--- src/rtl/mem_port_arbiter_if.sv ---
// mem_port_arbiter_if
// Requester-side bus of the three-port memory arbiter. Port i occupies
// bit i of req/we/gnt/ack and slice i of the packed addr/wdata vectors.
// The master modport belongs to the requesters; the slave modport belongs to the arbiter.
interface mem_port_arbiter_if #(
    parameter int AW = 32,
    parameter int DW = 32
) ();
    logic [2:0]      req;
    logic [2:0]      we;
    logic [3*AW-1:0] addr;
    logic [3*DW-1:0] wdata;
    logic [2:0]      gnt;
    logic [2:0]      ack;
    logic [DW-1:0]   rdata;
    logic [1:0]      owner;
    logic            busy;

    modport master (
        output req, we, addr, wdata,
        input  gnt, ack, rdata, owner, busy
    );

    modport slave (
        input  req, we, addr, wdata,
        output gnt, ack, rdata, owner, busy
    );
endinterface

--- src/rtl/mem_port_arbiter.sv ---
// mem_port_arbiter
// Shares one single-ported memory among instruction fetch (port 0), load/store
// (port 1) and debug/loader (port 2). A request is arbitrated in IDLE and latched.
// It then spends MEM_LAT cycles in ACCESS and is acknowledged for one cycle in DONE.
// All outputs are registered.
// Configuration macro: MEMARB_RR_EN
//   undefined -> fixed priority, port 2 > port 1 > port 0
//   defined   -> round-robin starting after the last winner (pointer resets to 2)
module mem_port_arbiter #(
    parameter int AW      = 32,
    parameter int DW      = 32,
    parameter int MEM_LAT = 2
) (
    input  logic                     clk,
    input  logic                     reset,
    mem_port_arbiter_if.slave        port,
    output logic                     mem_en,
    output logic                     mem_we,
    output logic [AW-1:0]            mem_addr,
    output logic [DW-1:0]            mem_wdata,
    input  logic [DW-1:0]            mem_rdata
);
    localparam int            CW       = $clog2(MEM_LAT + 1);
    localparam logic [CW-1:0] CNT_INIT = CW'(MEM_LAT - 1);
    localparam logic [CW-1:0] CNT_ONE  = CW'(1);
    localparam logic [CW-1:0] CNT_ZERO = CW'(0);

    typedef enum logic [1:0] {
        ST_IDLE   = 2'd0,
        ST_ACCESS = 2'd1,
        ST_DONE   = 2'd2
    } state_t;

    state_t          state_q, state_d;
    logic [CW-1:0]   cnt_q, cnt_d;
    logic [2:0]      gnt_q, gnt_d;
    logic [2:0]      ack_q, ack_d;
    logic [DW-1:0]   rdata_q, rdata_d;
    logic [1:0]      owner_q, owner_d;
    logic            busy_q, busy_d;
    logic            mem_en_q, mem_en_d;
    logic            mem_we_q, mem_we_d;
    logic [AW-1:0]   mem_addr_q, mem_addr_d;
    logic [DW-1:0]   mem_wdata_q, mem_wdata_d;
    logic [1:0]      winner_s;

`ifdef MEMARB_RR_EN
    logic [1:0]      ptr_q, ptr_d;

    // Round-robin pick: scan (ptr+1) mod 3 upward with wrap; first requester wins.
    function automatic logic [1:0] pick_rr(input logic [2:0] r, input logic [1:0] ptr);
        logic [1:0] idx;
        logic [1:0] res;
        logic       found;
        idx   = ptr;
        res   = 2'd0;
        found = 1'b0;
        for (int i = 0; i < 3; i++) begin
            idx = (idx == 2'd2) ? 2'd0 : idx + 2'd1;
            if (r[idx] && !found) begin
                res   = idx;
                found = 1'b1;
            end else begin
                res   = res;
            end
        end
        return res;
    endfunction

    assign winner_s = pick_rr(port.req, ptr_q);
`else
    // Fixed priority pick: port 2 beats port 1 beats port 0.
    function automatic logic [1:0] pick_fixed(input logic [2:0] r);
        logic [1:0] res;
        if (r[2]) begin
            res = 2'd2;
        end else if (r[1]) begin
            res = 2'd1;
        end else begin
            res = 2'd0;
        end
        return res;
    endfunction

    assign winner_s = pick_fixed(port.req);
`endif

    // Next-state and next-output logic for the IDLE -> ACCESS -> DONE sequence.
    always_comb begin
        state_d     = state_q;
        cnt_d       = cnt_q;
        gnt_d       = 3'b000;
        ack_d       = 3'b000;
        rdata_d     = rdata_q;
        owner_d     = owner_q;
        busy_d      = 1'b0;
        mem_en_d    = 1'b0;
        mem_we_d    = 1'b0;
        mem_addr_d  = '0;
        mem_wdata_d = '0;
`ifdef MEMARB_RR_EN
        ptr_d       = ptr_q;
`endif
        case (state_q)
            ST_IDLE: begin
                if (port.req != 3'b000) begin
                    // The mem_* flops double as the latch for the winning request.
                    state_d     = ST_ACCESS;
                    cnt_d       = CNT_INIT;
                    gnt_d       = 3'b001 << winner_s;
                    owner_d     = winner_s;
                    busy_d      = 1'b1;
                    mem_en_d    = 1'b1;
                    mem_we_d    = port.we[winner_s];
                    mem_addr_d  = port.addr[int'(winner_s)*AW +: AW];
                    mem_wdata_d = port.wdata[int'(winner_s)*DW +: DW];
`ifdef MEMARB_RR_EN
                    ptr_d       = winner_s;
`endif
                end else begin
                    state_d     = ST_IDLE;
                end
            end
            ST_ACCESS: begin
                busy_d = 1'b1;
                if (cnt_q == CNT_ZERO) begin
                    // Last access cycle: data is valid at this edge; release the memory.
                    state_d = ST_DONE;
                    ack_d   = 3'b001 << owner_q;
                    if (!mem_we_q) begin
                        rdata_d = mem_rdata;
                    end else begin
                        rdata_d = rdata_q;
                    end
                end else begin
                    cnt_d       = cnt_q - CNT_ONE;
                    mem_en_d    = 1'b1;
                    mem_we_d    = mem_we_q;
                    mem_addr_d  = mem_addr_q;
                    mem_wdata_d = mem_wdata_q;
                end
            end
            ST_DONE: begin
                state_d = ST_IDLE;
            end
            default: begin
                state_d = ST_IDLE;
            end
        endcase
    end

    // State and registered outputs; synchronous reset aborts any transaction in flight.
    always_ff @(posedge clk) begin
        if (reset) begin
            state_q     <= ST_IDLE;
            cnt_q       <= CNT_ZERO;
            gnt_q       <= 3'b000;
            ack_q       <= 3'b000;
            rdata_q     <= '0;
            owner_q     <= 2'd0;
            busy_q      <= 1'b0;
            mem_en_q    <= 1'b0;
            mem_we_q    <= 1'b0;
            mem_addr_q  <= '0;
            mem_wdata_q <= '0;
        end else begin
            state_q     <= state_d;
            cnt_q       <= cnt_d;
            gnt_q       <= gnt_d;
            ack_q       <= ack_d;
            rdata_q     <= rdata_d;
            owner_q     <= owner_d;
            busy_q      <= busy_d;
            mem_en_q    <= mem_en_d;
            mem_we_q    <= mem_we_d;
            mem_addr_q  <= mem_addr_d;
            mem_wdata_q <= mem_wdata_d;
        end
    end

`ifdef MEMARB_RR_EN
    // Round-robin pointer; resets to 2 so port 0 is searched first.
    always_ff @(posedge clk) begin
        if (reset) begin
            ptr_q <= 2'd2;
        end else begin
            ptr_q <= ptr_d;
        end
    end
`endif

    assign port.gnt   = gnt_q;
    assign port.ack   = ack_q;
    assign port.rdata = rdata_q;
    assign port.owner = owner_q;
    assign port.busy  = busy_q;
    assign mem_en     = mem_en_q;
    assign mem_we     = mem_we_q;
    assign mem_addr   = mem_addr_q;
    assign mem_wdata  = mem_wdata_q;

endmodule

--- src/flat_wrapper.sv ---
// flat-port wrapper written by rule: the top's interface ports become plain ports
module mem_port_arbiter_flat 
#(
    parameter int AW      = 32,
    parameter int DW      = 32,
    parameter int MEM_LAT = 2
)
  (clk, reset, mem_en, mem_we, mem_addr, mem_wdata, mem_rdata, port_req, port_we, port_addr, port_wdata, port_gnt, port_ack, port_rdata, port_owner, port_busy);
  mem_port_arbiter_if #(.AW(AW), .DW(DW)) port_i ();
  input  logic clk;
  input  logic reset;
  output logic mem_en;
  output logic mem_we;
  output logic [AW-1:0] mem_addr;
  output logic [DW-1:0] mem_wdata;
  input  logic [DW-1:0] mem_rdata;
  input wire logic [$bits(port_i.req)-1:0] port_req;
  input wire logic [$bits(port_i.we)-1:0] port_we;
  input wire logic [$bits(port_i.addr)-1:0] port_addr;
  input wire logic [$bits(port_i.wdata)-1:0] port_wdata;
  output wire logic [$bits(port_i.gnt)-1:0] port_gnt;
  output wire logic [$bits(port_i.ack)-1:0] port_ack;
  output wire logic [$bits(port_i.rdata)-1:0] port_rdata;
  output wire logic [$bits(port_i.owner)-1:0] port_owner;
  output wire logic [$bits(port_i.busy)-1:0] port_busy;
  assign port_i.req = port_req;
  assign port_i.we = port_we;
  assign port_i.addr = port_addr;
  assign port_i.wdata = port_wdata;
  assign port_gnt = port_i.gnt;
  assign port_ack = port_i.ack;
  assign port_rdata = port_i.rdata;
  assign port_owner = port_i.owner;
  assign port_busy = port_i.busy;
  mem_port_arbiter #(.AW(AW), .DW(DW), .MEM_LAT(MEM_LAT)) u_core (.clk(clk), .reset(reset), .port(port_i), .mem_en(mem_en), .mem_we(mem_we), .mem_addr(mem_addr), .mem_wdata(mem_wdata), .mem_rdata(mem_rdata));
endmodule
--- config.mk ---
export PLATFORM = sky130hd
export DESIGN_NAME = mem_port_arbiter_flat
export DESIGN_NICKNAME = d
export VERILOG_FILES = /design/src/rtl/mem_port_arbiter_if.sv /design/src/rtl/mem_port_arbiter.sv /design/src/flat_wrapper.sv
export SDC_FILE = /design/constraint.sdc
export NUM_CORES = 1
export LEC_CHECK = 0
export ABC_CLOCK_PERIOD_IN_PS = 1500
export BUFFER_PORTS_ARGS = -buffer_cell sky130_fd_sc_hd__clkbuf_2
export CORE_AREA = 2 2 132 134
export DETAILED_ROUTE_END_ITERATION = 16
export DIE_AREA = 0 0 134 136
export PLACE_DENSITY_LB_ADDON = 0.15
export RECOVER_POWER = 50
export SLEW_MARGIN = 0
export SYNTH_ARGS = -nofsm -noshare
export SYNTH_HDL_FRONTEND = slang
export SYNTH_SLANG_ARGS = --single-unit
--- constraint.sdc ---
create_clock -name clk -period 1.5 [get_ports clk]
set_input_delay 0.225 -clock clk [delete_from_list [all_inputs] [get_ports clk]]
set_output_delay 0.225 -clock clk [all_outputs]
set_load 0.02 [all_outputs]
# ---- After elaboration in Yosys (flattened, before gate mapping)
# Cells that the tools add are included.
# Widths: inputs -> output; s select.
dict set report totals {
  ff_bits 111
  inputBits 232
  out_inout_bits 107
  wordCells 57
}
dict set report op_classes {
  n_addsub 1
  n_lt_le_gt_ge 1
  eq_ne 4
  shifts 4
  mux 22
  bitwise 5
  n_reduce_logical 9
}
# cell n
set ops {}
lappend ops {{$shiftx 96x8->32} 2}
lappend ops {{$pmux 32 s2} 2}
lappend ops {{$mux 32} 3}
lappend ops {{$mux 2} 4}
lappend ops {{$pmux 2 s2} 2}
lappend ops {{$mux 1} 7}
lappend ops {{$pmux 1 s2} 3}
lappend ops {{$reduce_and 3->1} 2}
lappend ops {{$reduce_or 3->1} 2}
lappend ops {{$shl 1x2->3 const A} 2}
lappend ops {{$not 1->1} 5}
lappend ops {{$logic_not 2->1} 2}
lappend ops {{$ne 2x1->1 const B} 2}
lappend ops {{$lt 2x3->1 const B} 1}
lappend ops {{$reduce_bool 3->1} 1}
lappend ops {{$bmux 1 s2} 1}
lappend ops {{$eq 2x1->1 const B} 1}
lappend ops {{$ne 2x2->1 const B} 1}
lappend ops {{$reduce_and 2->1} 1}
lappend ops {{$reduce_bool 2->1} 1}
lappend ops {{$sub 2x1->2 const B} 1}

# ---- Logic depth before layout (Yosys ltp)
dict set report depth {
  ltp_word 6
  ltp_mapped 7
  depth_no_buf 5
}

# ---- Worst setup path before layout
# Ideal clock, no wire load.
dict set report synth_path {
  path_kind {reg-to-reg}
  from {register u_core.cnt_q[0]}
  to {register u_core.mem_addr_q[26] (netlist: u_core.mem_addr[26])}
  setup_time_ps 59
  arrival_time_ps 1387
  t_required_ps 1441
  setup_slack_ps 54
  path_stages_with_launch 7
  n_path_buf 2
  synth_period_minus_slack_ps 1446
  cell_sequence {dfxtp_1 -> inv_1 -> ha_1 -> nor4b_2 -> buf_2 -> buf_2 -> a22o_1}
}
dict set report synth_via {
  elab_chain_len 2
}
# item line
set synth_lines {}
lappend synth_lines {{from (decl)} mem_port_arbiter.sv:35} ;# logic [CW-1:0] cnt_q, cnt_d;
lappend synth_lines {{from (signal assigned)} mem_port_arbiter.sv:168} ;# cnt_q <= cnt_d;
lappend synth_lines {{$logic_not 2->1} mem_port_arbiter.sv:126} ;# if (cnt_q == CNT_ZERO) begin
lappend synth_lines {{$ne 2x1->1 (no line)} n/a}
lappend synth_lines {{to (signal assigned)} mem_port_arbiter.sv:176} ;# mem_addr_q <= mem_addr_d;
lappend synth_lines {{to (decl)} mem_port_arbiter.sv:43} ;# logic [AW-1:0] mem_addr_q, mem_addr_d;
# Every way passes these cells.
# A chain may end at the register's enable or synchronous reset.

# ---- Worst setup path after layout
dict set report layout_path {
  from {register u_core.cnt_q[0]}
  to {register u_core.cnt_q[1]}
}
dict set report layout_via {
  elab_chain_len 3
  word_cells_on_any_way 6
  cone_classes {add/sub (1); eq/ne (1); mux (2); reduce/logical (2)}
}
# item line
set layout_lines {}
lappend layout_lines {{$sub 2x1->2 or $logic_not 2->1 (tied branches)} {mem_port_arbiter.sv:136, mem_port_arbiter.sv:126}}
lappend layout_lines {{$mux 2 or $ne 2x2->1 (tied branches)} n/a}
lappend layout_lines {{$pmux 2 s2 or $reduce_and 3->1 (tied branches)} n/a}
# Parallel ways exist; a longest one is shown, timed or not. The select of a mux whose other input is x is not followed.

==> impl_metrics.toml <==
[grt]
grt_max_degree = 82
grt_use_total_pct = 17.0
grt_pass1_wl_um = 24200
grt_pass1_vias = 4645
antenna_found_initial = 0
grt-ovfl-total = 0

[outcome]
status = "finished, final reports clean"

[cells_and_area]
final_core_util_pct = 42.0
fill_cells = 1784
syn2layout_area_growth_pct = 43.1
finish.cell_count_without_fillers = 1100
num-nets-final = 1103
diodes = 0
final_layout_size_suffix_gt1_share_pct = 31.3

[worst_setup_path]
cp.required_ns = 1.78
worst_ep_arrival_time_ns = 1.68
critical_path.top_delay_family = "simple AND/OR/NAND/NOR gates"
start_kind = "register"
cp-end-kind = "register"
path_buf_inv = 2
path_depth = 5
r2r_cells = 5
crit_chain = "inv_1 -> ha_2 -> buf_4 -> or4b_1 -> a21oi_1"
cpPeakStageDelay_ns = 0.49
cp_slowest_cell = "or4b_1"
setup.worst_path.end = "u_core.cnt_q[1]"
reg2reg_slack_ns = 0.09
r2r_end = "u_core.cnt_q[1]"
reg2reg_from = "u_core.cnt_q[0]"
critical_path.startpoint = "u_core.cnt_q[0]"
worst-setup-path-type = "register to register"
crit_fanout = 4

[pwr]
p_sw_mw = 2.30
p_int_mw = 5.19
p_sw_share_pct = 30.7
powerDensity_nw_per_um2 = 1060
power_frac_comb_pct = 24.2
vdd_drop_max_v = 0.000609
clockPowerShare_pct = 30.9
p_seq_share_pct = 44.9
p_leak_nw = 3.31

[logic_synthesis]
netlist_area_um2 = 4950
synth_seq_cells = 111
synth_nets = 787
ys.flop_type = "dfxtp_1"
synth_edf_count = 0
syn_inst = 554
yosysTopAreaCell = "dfxtp_1"
async_flop_share_pct = 0
synth_top_area_share_pct = 44.9
yosys_warnings = 0
syn_area_per_cell_um2 = 8.93
ys_seq_area_share_pct = 44.9
ys_top_cells_by_area = "dfxtp_1 45%, mux2i_1 13%, a22o_1 12%"
synth.distinct_cells = 30

[cts]
htree_num_levels = 3
cts_root_buf = "clkbuf_16"
cts.clk_slew.worst_paths_ns = 0.07
cts_buffers = 9
clkLatencyLatePin_ns = 0.35
holdBufCountCts = 0
cts_sinks = 111
post_cts_buffers = 0
clk_path_buf_depth = 2
cts_tree = "done"

[place]
globalplace.congestion = 0.772
dp_hpwl_um = 12300
port_buffers = 338
dp_cells = 1084

[flow_run]
cap_violations = 0

[sta]
tightest_slew_ns = 0.402
drv_slew = 0
rsz0062_at_grt = "true"
tns_ns = 0
final-hold-violation-count = 0
finalCritPeriodShare_pct = 93.7
relSlewSlack_pct = 73.2
fin_skew_ns = 0.00571
finalSetupViolations = 0
min_period_ns = 1.41
fmax_ghz = 0.712

[drt]
drc = 0
num_vias = 4915
drt_wl_total_um = 16000
routedWlPerCell_um = 14.6
first_pass_iters = 4
drt_iter0_markers = 167
viasPerCell = 4.47
ant_nets = 0

[worst_hold_path]
holdCritPathClass = "input pin to register"

[die]
dieWidth_um = 134
start_util_pct = 29.3
die-area_um2 = 18200
coreArea_um2 = 16900
fp-row-count = 48
pin_count = 339
die_h_um = 136
## cells in the final DEF, fill, tap and decap left out, types with 2 or more instances in the layout
cell type,netlist,final
inv_1,3,3
clkinv_4,0,2
buf_4,8,10
mux2i_1,65,65
clkbuf_2,0,231
nor3b_1,4,4
o21ai_0,65,65
clkbuf_1,19,107
clkbuf_16,0,9
buf_12,0,8
dfxtp_1,111,109
nor3_1,5,5
dfxtp_2,0,2
nand4bb_1,2,2
a22o_1,65,65
a21oi_1,36,36
clkbuf_8,0,2
o31ai_1,2,2
buf_6,1,2
nand2_1,130,130
## logic make-up after synthesis
kind of cell / synth area share, %
buffers and inverters: 5.51
flip-flops: 44.9
AO/OA/AOI/OAI: 22.5
multiplexers: 13.1
AND/OR/NAND/NOR: 13.7
adder cells (fa/ha/maj): 0.253
## stage by stage
| stage | setup WS, ns | hold slack, ns | power, mW | instance area, µm² |
|---|---|---|---|---|
| 2_1_floorplan | 0.0538 | 0.361 | 4.50 | 4950 |
| 3_3_place_gp | -0.00828 | 0.443 | 5.32 | 6920 |
| 3_5_place_dp | -0.0298 | 0.448 | 5.33 | 6920 |
| 4_1_cts | 0.00423 | 0.0718 | 7.67 | 7210 |
| 5_1_grt | -0.0316 | 0.0789 | 7.90 | 7080 |
| 6_report | 0.0946 | 0.0885 | 7.48 | 7080 |
## worst register-to-register path, cell delays in order, from the launching register on
cell	delay, ns
dfxtp_2	0.33
inv_1	0.04
ha_2	0.21
buf_4	0.15
or4b_1	0.49
a21oi_1	0.12
## final cells by class
cell class / instances / area [µm²] / share of cell area, %
clock buffer: 12 / 256 / 3.62
clock inverter: 4 / 30.0 / 0.424
inverter: 3 / 11.3 / 0.159
multi-input combinational: 388 / 2460 / 34.8
sequential: 111 / 2220 / 31.4
tap: 225 / 282 / 3.98
timing repair buffer: 357 / 1810 / 25.6
## state kept, by name, summed over array words and instances (netlist names), 2 cells and up
name / flops
u_core.mem_addr: 32
u_core.mem_wdata: 32
u_core.state_q: 2
u_core.port.gnt: 3
u_core.port.ack: 3
u_core.port.owner: 2
u_core.port.rdata: 32
u_core.cnt_q: 2
## worst min path at each step
stage / startpoint / endpoint / slack [ns] / cells past startpoint
final: mem_rdata[28] / u_core.port.rdata[28] / 0.09 / 3
after global routing: mem_rdata[10] / u_core.port.rdata[10] / 0.08 / 3
after CTS: mem_rdata[28] / u_core.port.rdata[28] / 0.07 / 3
after detailed placement: u_core.port.rdata[9] / u_core.port.rdata[9] / 0.45 / 2
after global placement: u_core.port.rdata[20] / u_core.port.rdata[20] / 0.44 / 2
after floorplan: mem_rdata[10] / u_core.port.rdata[10] / 0.36 / 2
## power by group through the flow
stage | clock, mW | combinational, mW | sequential (mW)
finish | 2.32 | 1.81 | 3.36
global route | 2.51 | 2.00 | 3.39
CTS | 2.41 | 1.91 | 3.36
detailed placement | 0 | 1.91 | 3.42
global placement | 0 | 1.89 | 3.43
floorplan | 0 | 0.783 | 3.71
## timing repair
item	in CTS	in global routing
gates resized for setup	1	4
setup endpoints to repair	26	69
pin swaps	0	1
## synthesized netlist by cell type, types with 2 or more instances
cell       number
o31ai_1         2
a22o_1         65
nor3_1          5
inv_1           3
o21ai_0        65
buf_4           8
mux2i_1        65
dfxtp_1       111
a21oi_1        36
nand4bb_1       2
buf_2          23
nor3b_1         4
clkbuf_1       19
nand2_1       130
## layer usage
layer | part of all wire (%) | global-route usage (%) | vias up
met5 | 0 | 0 | -
met4 | 1.2 | 5.32 | 0
met3 | 7.1 | 4.47 | 11
met2 | 50 | 29.3 | 169
met1 | 42 | 20.6 | 2151
li1 | - | - | 2584
(Power assumes the default switching activity.)
